===== config.mk =====
export PLATFORM = sky130hd
export DESIGN_NAME = instruction_cache
export DESIGN_NICKNAME = d
export VERILOG_FILES = /design/src/rtl/instruction_cache.sv
export SDC_FILE = /design/constraint.sdc
export NUM_CORES = 1
export LEC_CHECK = 0
export ABC_AREA = 1
export CAP_MARGIN = 20
export CORE_ASPECT_RATIO = 0.75
export CORE_MARGIN = 10
export CORE_UTILIZATION = 45
export DETAILED_ROUTE_END_ITERATION = 6
export PLACE_DENSITY = 0.72
export SLEW_MARGIN = 15
export SYNTH_ARGS = -nofsm -noshare
export SYNTH_HDL_FRONTEND = slang
export SYNTH_SLANG_ARGS = --single-unit

===== constraint.sdc =====
create_clock -name clk -period 15.2 [get_ports clk]
set_input_delay 3.04 -clock clk [delete_from_list [all_inputs] [get_ports clk]]
set_output_delay 3.04 -clock clk [all_outputs]
set_load 0.02 [all_outputs]

===== src/rtl/instruction_cache.sv =====
// Direct-mapped 4-line x 4-word read-only instruction cache with a zero-cycle hit path.
// Optional hit/miss statistics counters are enabled by defining ICACHE_STATS_EN.
module instruction_cache (
    input  logic        clk,
    input  logic        reset_n,
    input  logic        read_m1,
    input  logic [15:0] address1,
    output logic [15:0] data1,
    output logic        i_ready,
    input  logic        flush,
    output logic        mem_req,
    output logic [15:0] mem_addr,
    input  logic        mem_ack,
    input  logic [63:0] mem_line
`ifdef ICACHE_STATS_EN
    ,
    output logic [15:0] hit_count,
    output logic [15:0] miss_count
`endif
);

    typedef enum logic [1:0] {
        LOOKUP,
        MISS_WAIT,
        FILL
    } state_t;

    state_t      state;
    state_t      state_next;
    logic [3:0]  valid;
    logic [11:0] tag_ram  [4];
    logic [63:0] line_ram [4];
    logic        flush_pending;
    logic [15:2] miss_addr;

    logic [1:0]  index;
    logic [1:0]  offset;
    logic [11:0] tag;
    logic [63:0] cur_line;
    logic        hit;
    logic        miss_start;
    logic        fill_we;
    logic        clear_valid;

    assign offset   = address1[1:0];
    assign index    = address1[3:2];
    assign tag      = address1[15:4];
    assign cur_line = line_ram[index];

    always_comb begin
        state_next  = state;
        hit         = 1'b0;
        miss_start  = 1'b0;
        fill_we     = 1'b0;
        clear_valid = 1'b0;
        data1       = '0;
        case (state)
            LOOKUP: begin
                // A flush cycle never reports a hit, even on a matching line.
                if (read_m1 && !flush && valid[index] && (tag_ram[index] == tag)) begin
                    hit = 1'b1;
                end else if (read_m1) begin
                    miss_start = 1'b1;
                    state_next = MISS_WAIT;
                end
                clear_valid = flush;
            end
            MISS_WAIT: begin
                if (mem_ack) begin
                    fill_we    = 1'b1;
                    state_next = FILL;
                end
            end
            FILL: begin
                state_next  = LOOKUP;
                clear_valid = flush_pending | flush;
            end
            default: state_next = LOOKUP;
        endcase
        if (hit) begin
            data1 = cur_line[{offset, 4'b0000} +: 16];
        end
    end

    assign i_ready  = hit;
    assign mem_req  = (state == MISS_WAIT);
    assign mem_addr = {miss_addr, 2'b00};

    always_ff @(posedge clk) begin
        if (!reset_n) begin
            state         <= LOOKUP;
            valid         <= '0;
            flush_pending <= 1'b0;
            miss_addr     <= '0;
        end else begin
            state <= state_next;
            if (miss_start) begin
                miss_addr <= address1[15:2];
            end
            // A flush seen mid-miss is deferred so it also kills the line being filled.
            if (state == FILL) begin
                flush_pending <= 1'b0;
            end else if ((state == MISS_WAIT) && flush) begin
                flush_pending <= 1'b1;
            end
            if (clear_valid) begin
                valid <= '0;
            end else if (fill_we) begin
                valid[miss_addr[3:2]] <= 1'b1;
            end
        end
    end

    always_ff @(posedge clk) begin
        if (reset_n && fill_we) begin
            line_ram[miss_addr[3:2]] <= mem_line;
            tag_ram[miss_addr[3:2]]  <= miss_addr[15:4];
        end
    end

`ifdef ICACHE_STATS_EN
    always_ff @(posedge clk) begin
        if (!reset_n) begin
            hit_count  <= '0;
            miss_count <= '0;
        end else begin
            if (hit && (hit_count != 16'hFFFF)) begin
                hit_count <= hit_count + 16'd1;
            end
            if (miss_start && (miss_count != 16'hFFFF)) begin
                miss_count <= miss_count + 16'd1;
            end
        end
    end
`endif

endmodule

; After elaboration in Yosys (flattened, before gate mapping)
; Memories as Yosys holds them, arrays and structs flattened.
; Cells that the tools add are included.
[classes]
order_cmp = 3
eq_ne = 6
n_shift = 1
n_mux = 19
bitwise = 3
reduce_logical = 11
[op_table]
columns = op, count
row1 = 64-bit by 7-bit variable part select with 16-bit output, 1
row2 = 16-bit 2-to-1 mux, 1
row3 = 12-bit equality test, 1
row4 = 1-bit 2-to-1 mux, 11
row5 = 1-bit logical AND, 6
row6 = 2-bit by 3-bit < comparator with 1-bit output (second input constant), 2
row7 = 2-bit 2-to-1 mux, 3
row8 = 2-bit inequality test (second input constant), 2
row9 = 4-bit bitwise OR, 1
row10 = 2-bit case mux with 2 select lines, 1
row11 = 2-bit OR reduction, 2
row12 = 3-bit AND reduction, 1
row13 = 1-bit binary-select mux with 2-bit select, 1
row14 = 1-bit demux with 2-bit select, 1
row15 = 2-bit by 1-bit equality test with 1-bit output (second input constant), 1
row16 = 2-bit equality test (second input constant), 1
row17 = 2-bit by 1-bit greater-or-equal comparator with 1-bit output (second input constant), 1
row18 = 2-bit logical NOT, 1
row19 = 2-bit by 1-bit inequality test with 1-bit output (second input constant), 1
row20 = 1-bit case mux with 2 select lines, 1
row21 = 1-bit logical NOT, 1
row22 = 1-bit NOT, 1
row23 = 1-bit bitwise OR, 1
[word_totals]
register_bits = 21
ramBits = 304
inputBits = 85
out_inout_bits = 34
word_cells = 49
n_memories = 2
[mem_list]
columns = name, words, word_bits, read_ports, rd_ports_with_merged_regs, wr, line_no
row1 = line_ram, 4, 64, 1, 0, 1, 32  ; logic [63:0] line_ram [4];
row2 = tag_ram, 4, 12, 1, 0, 1, 31  ; logic [11:0] tag_ram [4];

; Longest topological paths before layout
[depth]
ltp_word = 7
mapped_depth = 15
ltp_nobuf = 13

; Worst setup path before layout
; Ideal clock, no wire load.
[synth_timing]
path_type = input -> register
start = in mem_ack
end = mem line_ram[0][0], enable pin
setup_ps = 603
arrival_ps = 8463
t_required_ps = 14597
setup_slack_ps = 6134
path_stages = 4
path_buffers = 0
path_cell_list = nand2_1 > nor2_1 > inv_1 > nor3_1
[synth_via]
elab_chain_len = 5
[synth_rtl]
columns = element, line_no
row1 = start: declaration, 13  ; input logic mem_ack,
row2 = 1-bit 2-to-1 mux, 69  ; if (mem_ack) begin
row3 = 1-bit 2-to-1 mux, 57  ; case (state)
row4 = 1-bit logical AND, 115  ; if (reset_n && fill_we) begin
row5 = 1-bit 2-to-1 mux, 115
row6 = 1-bit 2-to-1 mux (not written as such), 116  ; line_ram[miss_addr[3:2]] <= mem_line;
row7 = end: declaration, 32
; Every way passes these cells.

; Worst setup path in the final report
[layout_timing]
start = in address1[2]
end = out data1[4]
[layout_via]
elab_chain_len = 7
word_cells_on_any_way = 11
cone_classes = eq/ne: 1 / shift: 1 / mux: 5 / reduce/logical: 2 / memory: 2
[layout_rtl]
columns = element, line_no
row1 = start: declaration, 7  ; input logic [15:0] address1,
row2 = branches (longest 6 deep; another with memory 4 x 64 bit), n/a
row3 = 16-bit 2-to-1 mux *, 80  ; if (hit) begin
row4 = end: declaration, 8  ; output logic [15:0] data1,
; Mark *: on every way between the ends. The select of a mux whose other input is x is not followed.

==> impl_metrics.env <==
export IMPL_drtAntennaViolNets=0
export IMPL_worst_slack_ns=5.38
export IMPL_coreArea_um2=28900
export IMPL_grt_antenna_before_repair=5
export IMPL_ys_types=24
export IMPL_clk_latency_ns=0.51
export IMPL_yosysTopAreaCell="edfxtp_1"
export IMPL_cts_sinks=325
export IMPL_critPathLaunchType="primary input"
export IMPL_io_pins=119
export IMPL_cts_hold_buf=0
export IMPL_cts_post_setup_buffers_inserted=0
export IMPL_clockBufferDepth=3
export IMPL_critPathKind="in2out"
export IMPL_endpoint_kind="output port"
export IMPL_routedWlPerCell_um=19.8
export IMPL_grt_overflow_total=0
export IMPL_crit_slowest_cell="clkdlybuf4s50_1"
export IMPL_path_max_fanout=84
export IMPL_ys_ff_latch=325
export IMPL_synth_avg_cell_area_um2=12.1
export IMPL_start_util=0.455
export IMPL_grtUsageTotal=0.170
export IMPL_final_cells=1607
export IMPL_period_minus_slack_ns=9.82
export IMPL_cp_num_buf_inv=4
export IMPL_drv_slew=0
export IMPL_fin_crit_sh=0.646
export IMPL_max_clock_freq_mhz=102
export IMPL_netlist_area_um2=13200
export IMPL_grt_start_max_net_pins=85
export IMPL_synth_top_area_frac=0.694
export IMPL_hold_slack_ns=0.462
export IMPL_worst_slew_margin_rel=0.261
export IMPL_hold_viol_final=0
export IMPL_utilization=0.542
export IMPL_die_x_um=217
export IMPL_io_buffers=116
export IMPL_required_ns=12.16
export IMPL_clk_pin_slew_ns=0.06
export IMPL_numPlacedInstances=1544
export IMPL_viasPerCell=5.41
export IMPL_hpwl_mm=18.2
export IMPL_cts_tree="done"
export IMPL_leakagePower_uw=0.00554
export IMPL_critPathArrivalTime_ns=6.78
export IMPL_ys_warn_count=0
export IMPL_critPathTopFamily="buffers and inverters"
export IMPL_cts_root_buf="clkbuf_16"
export IMPL_finalSetupViolations=0
export IMPL_place_ws_ns=5.37
export IMPL_drive_gt1_frac=0.0694
export IMPL_fin_nets=1273
export IMPL_max_slew_worst_pin_slew_ns=1.11
export IMPL_ys_top_cells_by_area="edfxtp_1 (69%), nand2_1 (9.9%), nand3_1 (3.8%)"
export IMPL_finalClockSkew_ns=0.0258
export IMPL_htreeDepth=2
export IMPL_fillers=2390
export IMPL_wirelength_mm=31.9
export IMPL_hold_class="reg2reg"
export IMPL_grt_pass1_wl_mm=49.1
export IMPL_rows=54
export IMPL_die_h_um=168
export IMPL_synthCells=1091
export IMPL_rsz0062_at_grt="false"
export IMPL_die_area_um2=36500
export IMPL_yosysSeqAreaShare=0.726
export IMPL_drt_iter0_drc=962
export IMPL_cts_buffers_inserted=34
export IMPL_crit_chain="buf_4, inv_4, nand2_1, nand3_1, nand3_1, nand2_1, nor2_1, nand2_1, nor2_1, nand2_2, nor2_4, inv_2, nor2_1, clkdlybuf4s50_1"
export IMPL_status="finished clean"
export IMPL_place_congestion=0.819
export IMPL_grt_pass1_vias=8397
export IMPL_layout_commonest_cell="nand2_1"
export IMPL_drc_errors=0
export IMPL_layout_common_cells="nand2_1 (347), edfxtp_1 (304), clkdlybuf4s50_1 (113)"
export IMPL_syn_to_final_growth_pct=19.1
export IMPL_pwr_density_cell_nw_per_um2=124
export IMPL_drt_first_pass_iters=5
export IMPL_cts_resized=0
export IMPL_max_cap_violations=0
export IMPL_ir_drop_mv=0.0631
export IMPL_cpPeakStageDelay_ns=0.65
export IMPL_tns_ns=0
export IMPL_vias=8691
-- state kept, by name, summed over array words and instances (netlist names) --
register and count:
flush_pending 1, line_ram 256, miss_addr 14, state 2, tag_ram 48, valid 4
-- worst reg2reg max path, delay by kind of cell (launching register included) --
family | cells | cell delay, ns
AND/OR/NAND/NOR | 4 | 0.98
buffers and inverters | 3 | 1.10
flip-flops | 1 | 0.33
-- final cells by class --
type,instances,area [um2],share of cell area
flip-flops and latches,325,9550,0.609
clock inverters,18,205,0.0131
well taps,392,490,0.0313
clock buffers,41,898,0.0573
multi-input cells,668,3150,0.201
inverters,30,115,0.00735
diodes,4,10.0,0.000639
repair buffers,129,1250,0.0795
-- cells in the mapped netlist --
master,count
nor3_1,4
dfxtp_1,21
nor2_4,1
nand2_1,347
a21oi_1,88
conb_1,1
buf_4,4
buf_1,8
a21oi_2,9
clkbuf_1,20
inv_1,27
a22oi_1,16
o21ai_0,2
edfxtp_1,304
inv_2,3
nand2_2,1
o211ai_1,19
buf_6,8
buf_2,29
a32o_1,18
a221oi_1,1
nor2_1,45
nand3_1,101
o311ai_0,14
-- per-stage QoR --
stage	area (um2)	power (uW)
after floorplan	13200	1090
after global placement	14600	1150
after detailed placement	14600	1150
after CTS	15700	1960
after global routing	15700	2010
final	15700	1950
-- path summary, 6_finish.rpt --
path	from	endpoint	slack [ns]	cells after the start
setup / recovery	address1[2]	data1[4]	5.38	14
hold reg to reg	valid[2]	valid[2]	0.46	2
setup reg to reg	state[0]	line_ram[0][6]	12.34	7
hold / removal	valid[2]	valid[2]	0.46	2
-- metal layers --
metal  track usage  vias to the layer above  share of wire
met1         0.239                     4254           0.45
met3        0.0403                       47          0.078
met5             0                        -        0.00041
met4        0.0443                        2          0.020
met2         0.260                      293           0.45
li1              -                     4095              -
-- kinds of logic (layout without fill, tap and decap cells) --
family | after synthesis | in the layout | synth area share
other | 1 | 6 | 0.000285
AOI/OAI and AO/OA | 167 | 167 | 0.0839
DFF | 325 | 325 | 0.726
buffers and inverters | 99 | 218 | 0.0367
and+or+nand+nor | 499 | 499 | 0.153
-- power by group --
part / switching (uW) / internal [uW] / total [uW] / leakage [uW]
Combinational: 83.4 / 52.1 / 135 / 0.00210
Clock: 336 / 477 / 813 / 0.000528
Sequential: 7.63 / 990 / 998 / 0.00291
Total: 427 / 1520 / 1950 / 0.00554
No activity file was read; power rests on OpenSTA's default activity.
